**src/rtl/fetch_stage_if.sv**
```systemverilog
// Signal bundle between the fetch stage and its surroundings (control unit,
// instruction memory, decode). Clock and reset stay outside as plain ports.
interface fetch_stage_if #(
    parameter int CNT_W = 16
);
    // Irdy is a one-sided valid: Inst_in is only meaningful when Irdy=1. There
    // is no back-pressure toward memory; the fetch stage re-presents the same PC
    // until Irdy=1 meets STALL=1, or until a redirect changes the PC.
    logic             STALL;
    logic             Condep;
    logic [1:0]       Pcsrc;
    logic [31:0]      Btarget;
    logic [31:0]      Jtarget;
    logic [31:0]      Inst_in;
    logic             Irdy;
    logic [31:0]      PC;
    logic [31:0]      D_Inst;
    logic [31:0]      D_PC4;
    logic             D_Valid;
    logic [CNT_W-1:0] Stall_cnt;
    logic [CNT_W-1:0] Flush_cnt;
    logic [CNT_W-1:0] Bubble_cnt;

    modport master (
        output STALL, Condep, Pcsrc, Btarget, Jtarget, Inst_in, Irdy,
        input  PC, D_Inst, D_PC4, D_Valid, Stall_cnt, Flush_cnt, Bubble_cnt
    );

    modport slave (
        input  STALL, Condep, Pcsrc, Btarget, Jtarget, Inst_in, Irdy,
        output PC, D_Inst, D_PC4, D_Valid, Stall_cnt, Flush_cnt, Bubble_cnt
    );
endinterface

```
**src/rtl/fetch_stage.sv**
```systemverilog
// Instruction-fetch stage: PC register with next-PC select, IF/ID pipeline
// register honouring stall/cancel/bubble, and saturating hazard counters.
module fetch_stage #(
    parameter logic [31:0] RESET_PC = 32'h0000_0000,
    parameter logic [31:0] NOP_INST = 32'h0000_0000,
    parameter int          CNT_W    = 16
) (
    input  logic          Clk,
    input  logic          Clrn,
    fetch_stage_if.slave  fif
);
    localparam logic [CNT_W-1:0] CNT_ONE = {{(CNT_W-1){1'b0}}, 1'b1};
    localparam logic [CNT_W-1:0] CNT_MAX = {CNT_W{1'b1}};

    logic [31:0]      pc_q, pc_d;
    logic [31:0]      inst_q, inst_d;
    logic [31:0]      pc4_q, pc4_d;
    logic             valid_q, valid_d;
    logic [CNT_W-1:0] stall_cnt_q, stall_cnt_d;
    logic [CNT_W-1:0] flush_cnt_q, flush_cnt_d;
    logic [CNT_W-1:0] bubble_cnt_q, bubble_cnt_d;
    logic [31:0]      pc_plus4;
    logic             bubble_cycle;

    assign pc_plus4     = pc_q + 32'd4;
    assign bubble_cycle = !fif.Irdy && fif.STALL && fif.Condep;

    // Redirects win over stall and memory wait; Pcsrc=01 is decoded as a jump.
    always_comb begin
        pc_d = pc_q;
        if (fif.Pcsrc == 2'b10) begin
            pc_d = {fif.Btarget[31:2], 2'b00};
        end else if (fif.Pcsrc[0]) begin
            pc_d = {fif.Jtarget[31:2], 2'b00};
        end else if (fif.STALL && fif.Irdy) begin
            pc_d = pc_plus4;
        end
    end

    // Cancel outranks stall; a bubble leaves D_PC4 at its last value.
    always_comb begin
        inst_d  = inst_q;
        pc4_d   = pc4_q;
        valid_d = valid_q;
        if (!fif.Condep) begin
            inst_d  = NOP_INST;
            valid_d = 1'b0;
        end else if (!fif.STALL) begin
            inst_d  = inst_q;
        end else if (!fif.Irdy) begin
            inst_d  = NOP_INST;
            valid_d = 1'b0;
        end else begin
            inst_d  = fif.Inst_in;
            pc4_d   = pc_plus4;
            valid_d = 1'b1;
        end
    end

    always_comb begin
        stall_cnt_d  = stall_cnt_q;
        flush_cnt_d  = flush_cnt_q;
        bubble_cnt_d = bubble_cnt_q;
        if (!fif.STALL && stall_cnt_q != CNT_MAX) begin
            stall_cnt_d = stall_cnt_q + CNT_ONE;
        end
        if (!fif.Condep && flush_cnt_q != CNT_MAX) begin
            flush_cnt_d = flush_cnt_q + CNT_ONE;
        end
        if (bubble_cycle && bubble_cnt_q != CNT_MAX) begin
            bubble_cnt_d = bubble_cnt_q + CNT_ONE;
        end
    end

    always_ff @(posedge Clk or negedge Clrn) begin
        if (!Clrn) begin
            pc_q         <= RESET_PC;
            inst_q       <= NOP_INST;
            pc4_q        <= 32'd0;
            valid_q      <= 1'b0;
            stall_cnt_q  <= '0;
            flush_cnt_q  <= '0;
            bubble_cnt_q <= '0;
        end else begin
            pc_q         <= pc_d;
            inst_q       <= inst_d;
            pc4_q        <= pc4_d;
            valid_q      <= valid_d;
            stall_cnt_q  <= stall_cnt_d;
            flush_cnt_q  <= flush_cnt_d;
            bubble_cnt_q <= bubble_cnt_d;
        end
    end

    assign fif.PC         = pc_q;
    assign fif.D_Inst     = inst_q;
    assign fif.D_PC4      = pc4_q;
    assign fif.D_Valid    = valid_q;
    assign fif.Stall_cnt  = stall_cnt_q;
    assign fif.Flush_cnt  = flush_cnt_q;
    assign fif.Bubble_cnt = bubble_cnt_q;
endmodule

```
**src/flat_wrapper.sv**
```systemverilog
// flat-port wrapper written by rule: the top's interface ports become plain ports
module fetch_stage_flat 
#(
    parameter logic [31:0] RESET_PC = 32'h0000_0000,
    parameter logic [31:0] NOP_INST = 32'h0000_0000,
    parameter int          CNT_W    = 16
)
  (Clk, Clrn, fif_STALL, fif_Condep, fif_Pcsrc, fif_Btarget, fif_Jtarget, fif_Inst_in, fif_Irdy, fif_PC, fif_D_Inst, fif_D_PC4, fif_D_Valid, fif_Stall_cnt, fif_Flush_cnt, fif_Bubble_cnt);
  fetch_stage_if #(.CNT_W(CNT_W)) fif_i ();
  input  logic Clk;
  input  logic Clrn;
  input wire logic [$bits(fif_i.STALL)-1:0] fif_STALL;
  input wire logic [$bits(fif_i.Condep)-1:0] fif_Condep;
  input wire logic [$bits(fif_i.Pcsrc)-1:0] fif_Pcsrc;
  input wire logic [$bits(fif_i.Btarget)-1:0] fif_Btarget;
  input wire logic [$bits(fif_i.Jtarget)-1:0] fif_Jtarget;
  input wire logic [$bits(fif_i.Inst_in)-1:0] fif_Inst_in;
  input wire logic [$bits(fif_i.Irdy)-1:0] fif_Irdy;
  output wire logic [$bits(fif_i.PC)-1:0] fif_PC;
  output wire logic [$bits(fif_i.D_Inst)-1:0] fif_D_Inst;
  output wire logic [$bits(fif_i.D_PC4)-1:0] fif_D_PC4;
  output wire logic [$bits(fif_i.D_Valid)-1:0] fif_D_Valid;
  output wire logic [$bits(fif_i.Stall_cnt)-1:0] fif_Stall_cnt;
  output wire logic [$bits(fif_i.Flush_cnt)-1:0] fif_Flush_cnt;
  output wire logic [$bits(fif_i.Bubble_cnt)-1:0] fif_Bubble_cnt;
  assign fif_i.STALL = fif_STALL;
  assign fif_i.Condep = fif_Condep;
  assign fif_i.Pcsrc = fif_Pcsrc;
  assign fif_i.Btarget = fif_Btarget;
  assign fif_i.Jtarget = fif_Jtarget;
  assign fif_i.Inst_in = fif_Inst_in;
  assign fif_i.Irdy = fif_Irdy;
  assign fif_PC = fif_i.PC;
  assign fif_D_Inst = fif_i.D_Inst;
  assign fif_D_PC4 = fif_i.D_PC4;
  assign fif_D_Valid = fif_i.D_Valid;
  assign fif_Stall_cnt = fif_i.Stall_cnt;
  assign fif_Flush_cnt = fif_i.Flush_cnt;
  assign fif_Bubble_cnt = fif_i.Bubble_cnt;
  fetch_stage #(.RESET_PC(RESET_PC), .NOP_INST(NOP_INST), .CNT_W(CNT_W)) u_core (.Clk(Clk), .Clrn(Clrn), .fif(fif_i));
endmodule
```
**config.mk**
```make
export PLATFORM = sky130hd
export DESIGN_NAME = fetch_stage_flat
export DESIGN_NICKNAME = d
export VERILOG_FILES = /design/src/rtl/fetch_stage_if.sv /design/src/rtl/fetch_stage.sv /design/src/flat_wrapper.sv
export SDC_FILE = /design/constraint.sdc
export NUM_CORES = 1
export LEC_CHECK = 0
export CAP_MARGIN = 25
export CORE_ASPECT_RATIO = 0.75
export CORE_MARGIN = 8
export CORE_UTILIZATION = 30
export DETAILED_ROUTE_END_ITERATION = 10
export PLACE_DENSITY = 0.57
export SLEW_MARGIN = 15
export SYNTH_ARGS = -nofsm -noshare
export SYNTH_HDL_FRONTEND = slang
export SYNTH_SLANG_ARGS = --single-unit
```
**constraint.sdc**
```tcl
create_clock -name Clk -period 2.6 [get_ports Clk]
set_input_delay 0.52 -clock Clk [delete_from_list [all_inputs] [get_ports Clk]]
set_output_delay 0.52 -clock Clk [all_outputs]
set_load 0.1 [all_outputs]
```
==> results by group <==
Global route
  – Tot GR Track Use: 0.1690
  – GR Util met2: 0.2510
  – Initial antenna violation count: 2
  – Global-route wire length before repair: roughly 40000 um
  – Met1 Use GR: 0.2312
  – Busiest layer in global routing: met2
  – Total grt overflow: 0
  – Largest net degree at the start of global routing: 49
  – Routing usage on met3: 0.06106
  – Vias in the first global route: roughly 7000

Timing
  – Setup TNS: 0 ns
  – RSZ-0062 raised after global routing: false
  – Final Hold Viols: 0
  – Final Critical Period: roughly 2.4 ns
  – Final Slew Violations: 0
  – Max Freq: around 420 MHz
  – Worst hold slack: 0.04147 ns
  – Max_slew headroom: 0.5778
  – Clock Skew: ~0.014 ns
  – Final worst-path cycle share: 0.9086
  – # setup viols final: 0
  – Least-Margin Pin Slew: about 0.63 ns

Yosys
  – Post-synth EDFFs: 0
  – Synth Instances: roughly 750
  – Area contributors post-synth: dfrtp_1 (48%), a22o_1 (5.8%), nand2_1 (3.8%)
  – Sequential share of the synthesized area: 0.4832
  – Mapped Area: 7302 um2
  – Syn. warnings: 0
  – Flops & latches, synth: approximately 140
  – Avg Synthesized Cell Area: 9.775 um2
  – Yosys top cell by area: dfrtp_1
  – Yosys top cell area share: 0.4832
  – Most used DFF post-synth: dfrtp_1
  – Synth unique cells: between 60 and 70
  – Synth async-reset ratio: 1.000

Clocking
  – Total CTS buffers: 17
  – CTS root buffer: clkbuf_16
  – H-tree depth: 4
  – Worst-Skew Late Latency: roughly 0.42 ns
  – Worst-path clk slew: 0.07 ns
  – Post-CTS setup buffer count: 0
  – Clock Tree Buf Depth: 2
  – Sink Count: 141
  – Post-cts resize count: 0
  – CTS tree: done
  – Hold buffers post-CTS: 0

Power
  – Lkg Pwr: around 4.5 nW
  – Power Internal: ~5 mW
  – Worst VDD drop: ~0.00043 V
  – Cell Pwr Density: about 880 nW/um2
  – Sequential power share: 0.311
  – Combinational power share: 0.409
  – Clock share of power: 0.280
  – Total net switching power: roughly 4.3 mW
  – Net Sw Frac: 0.4680

Floorplanning
  – Core Rows: ~50
  – Die ar.: around 30000 um2
  – Core Box Area: 23970 um2
  – I/O pin count: between 200 and 250
  – DIE HEIGHT: between 150 and 200 um
  – DIE WIDTH: about 200 um
  – Starting Density: 0.3046

Routing
  – # DRC: 0
  – DR iter-0 viols: about 470
  – Final WL: 25330 um
  – Routed wire per std cell: about 19 um
  – Post-route ant nets: 0
  – Via count: about 6800
  – Vias per Instance: around 5.1
  – TritonRoute pass-1 iters: 5

Final layout
  – Area growth, synth to finish: 44.14%
  – Nets: ~1100
  – Fillers: around 2300
  – Share of cells above drive strength 1: 0.2443

Worst setup path
  – Critical Path AT: roughly 2.7 ns
  – CP most frequent cell: or4_1
  – Worst setup path class: reg2reg
  – CP max FO: 11
  – Max stage delay on crit path: 0.77 ns
  – Crit. End Element: flip-flop
  – Required @ worst endpoint: roughly 2.9 ns
  – Setup crit start kind: flip-flop
  – Slowest-stage cell, CP: or4_1
  – Crit-path cells: ha_1, nand3_2, or4_1, or4_1, o311a_1

Place
  – Port bufs: ~240
  – RePlAce Congestion: roughly 0.8
  – DP HPWL: about 19000 um

Hold path
  – Tightest Hold Check Type: in2async

Outcome
  – Status: completed

Run
  – Max_cap viols: 0
path summary, 6_finish.rpt:
| path | startpoint | depth (start not counted) | slack, ns | endpoint |
|---|---|---|---|---|
| setup / recovery | u_core.fif.PC[3]$_DFFE_PN0P_ | 5 | 0.24 | u_core.fif.PC[24]$_DFFE_PN0P_ |
| hold / removal | Clrn | 1 | 0.04 | u_core.fif.Stall_cnt[13]$_DFFE_PN0P_ |
| setup reg to reg | u_core.fif.PC[3]$_DFFE_PN0P_ | 5 | 0.24 | u_core.fif.PC[24]$_DFFE_PN0P_ |
| hold reg to reg | u_core.fif.D_PC4[9]$_DFFE_PN0P_ | 2 | 0.48 | u_core.fif.D_PC4[9]$_DFFE_PN0P_ |
| max in group asynchronous | Clrn | 2 | 1.84 | u_core.fif.PC[14]$_DFFE_PN0P_ |
| min in group Clk | u_core.fif.D_PC4[9]$_DFFE_PN0P_ | 2 | 0.48 | u_core.fif.D_PC4[9]$_DFFE_PN0P_ |
synth_stat cells, types with 8 or more instances:
| cell | n |
|---|---|
| a22o_1 | 48 |
| a21oi_1 | 19 |
| xnor2_1 | 27 |
| nor4_1 | 15 |
| or3_1 | 12 |
| a211oi_1 | 10 |
| and3_1 | 12 |
| xor2_1 | 24 |
| a31oi_1 | 21 |
| inv_1 | 8 |
| or4_1 | 8 |
| clkbuf_1 | 40 |
| nor2_1 | 37 |
| o22ai_1 | 9 |
| nand3_1 | 32 |
| nor3_1 | 22 |
| nand4_1 | 21 |
| a22oi_1 | 10 |
| o21ai_0 | 44 |
| nand2_1 | 74 |
| dfrtp_1 | 141 |
registers in the layout, summed over array words and instances (netlist names):
signal                 flops
u_core.fif.Bubble_cnt     16
u_core.fif.D_Inst         32
u_core.fif.D_PC4          30
u_core.fif.D_Valid         1
u_core.fif.Flush_cnt      16
u_core.fif.PC             30
u_core.fif.Stall_cnt      16
placed cells by master, fill, tap and decap left out, drive strengths merged, types with 13 or more instances in the layout:
cell type,instances
buf,181
dfrtp,141
clkdlybuf4s50,97
nand2,74
a22o,48
o21ai,44
nor2,37
nand3,34
xnor2,27
xor2,24
nor3,22
nand4,22
a31oi,21
a21oi,19
clkbuf,19
nor4,16
inv,13
cell families (layout without fill, tap and decap cells):
kind of cell	after synthesis	in the layout	synth area share
AOI/OAI and AO/OA	204	204	0.1974
xor gates and xnor gates	51	51	0.06117
adders and majority gates	4	4	0.006854
buffers and inverters	65	318	0.03872
DFF	141	141	0.4832
muxes	9	9	0.01336
other	1	5	0.0005136
and+or+nand+nor	272	272	0.1988
worst max-delay path, delay by kind of cell, from the launching register on:
kind	cells	cell delay, ns
flops	1	0.41
compound gates	1	0.15
simple gates	3	1.47
fa+ha+maj	1	0.21
power by group through the flow:
stage / Clock, mW / Combinational [mW] / Sequential (mW)
floorplan: 0 / 0.654 / 5.02
global placement: 0 / 3.82 / 2.92
detailed placement: 0 / 3.82 / 2.93
CTS: 2.67 / 3.83 / 2.89
global route: 2.76 / 3.96 / 2.96
finish: 2.60 / 3.80 / 2.89
layout make-up:
class,instances,area (um2),area share
diodes,1,2.502,0.0002378
clock buffers,19,442.9,0.04208
clock inverters,13,180.2,0.01712
inverters,8,30.03,0.002853
multi-input cells,544,3515,0.3339
flip-flops and latches,141,3545,0.3368
well taps,331,414.1,0.03935
repair buffers,278,2396,0.2277
stage by stage:
| step | cells | worst slack [ns] | util | cell area (um2) | total power, mW |
|---|---|---|---|---|---|
| 3_3_place_gp | 1302 | 0.1485 | 0.4130 | 9899 | 6.734 |
| 5_1_grt | 1334 | 0.1481 | 0.4390 | 10520 | 9.671 |
| 6_report | 1335 | 0.2377 | 0.4391 | 10530 | 9.285 |
| 3_5_place_dp | 1302 | 0.1452 | 0.4130 | 9899 | 6.755 |
| 2_1_floorplan | 750 | 0.01080 | - | 7330 | 5.675 |
| 4_1_cts | 1334 | 0.2346 | 0.4390 | 10520 | 9.391 |
per-layer routing:
layer | up-vias | routed length (um)
met5 | - | 13
met4 | 2 | 225
met3 | 18 | 2207
met2 | 250 | 10900
met1 | 3287 | 11990
li1 | 3284 | -
Note: power is estimated with default switching activity, not from simulation.
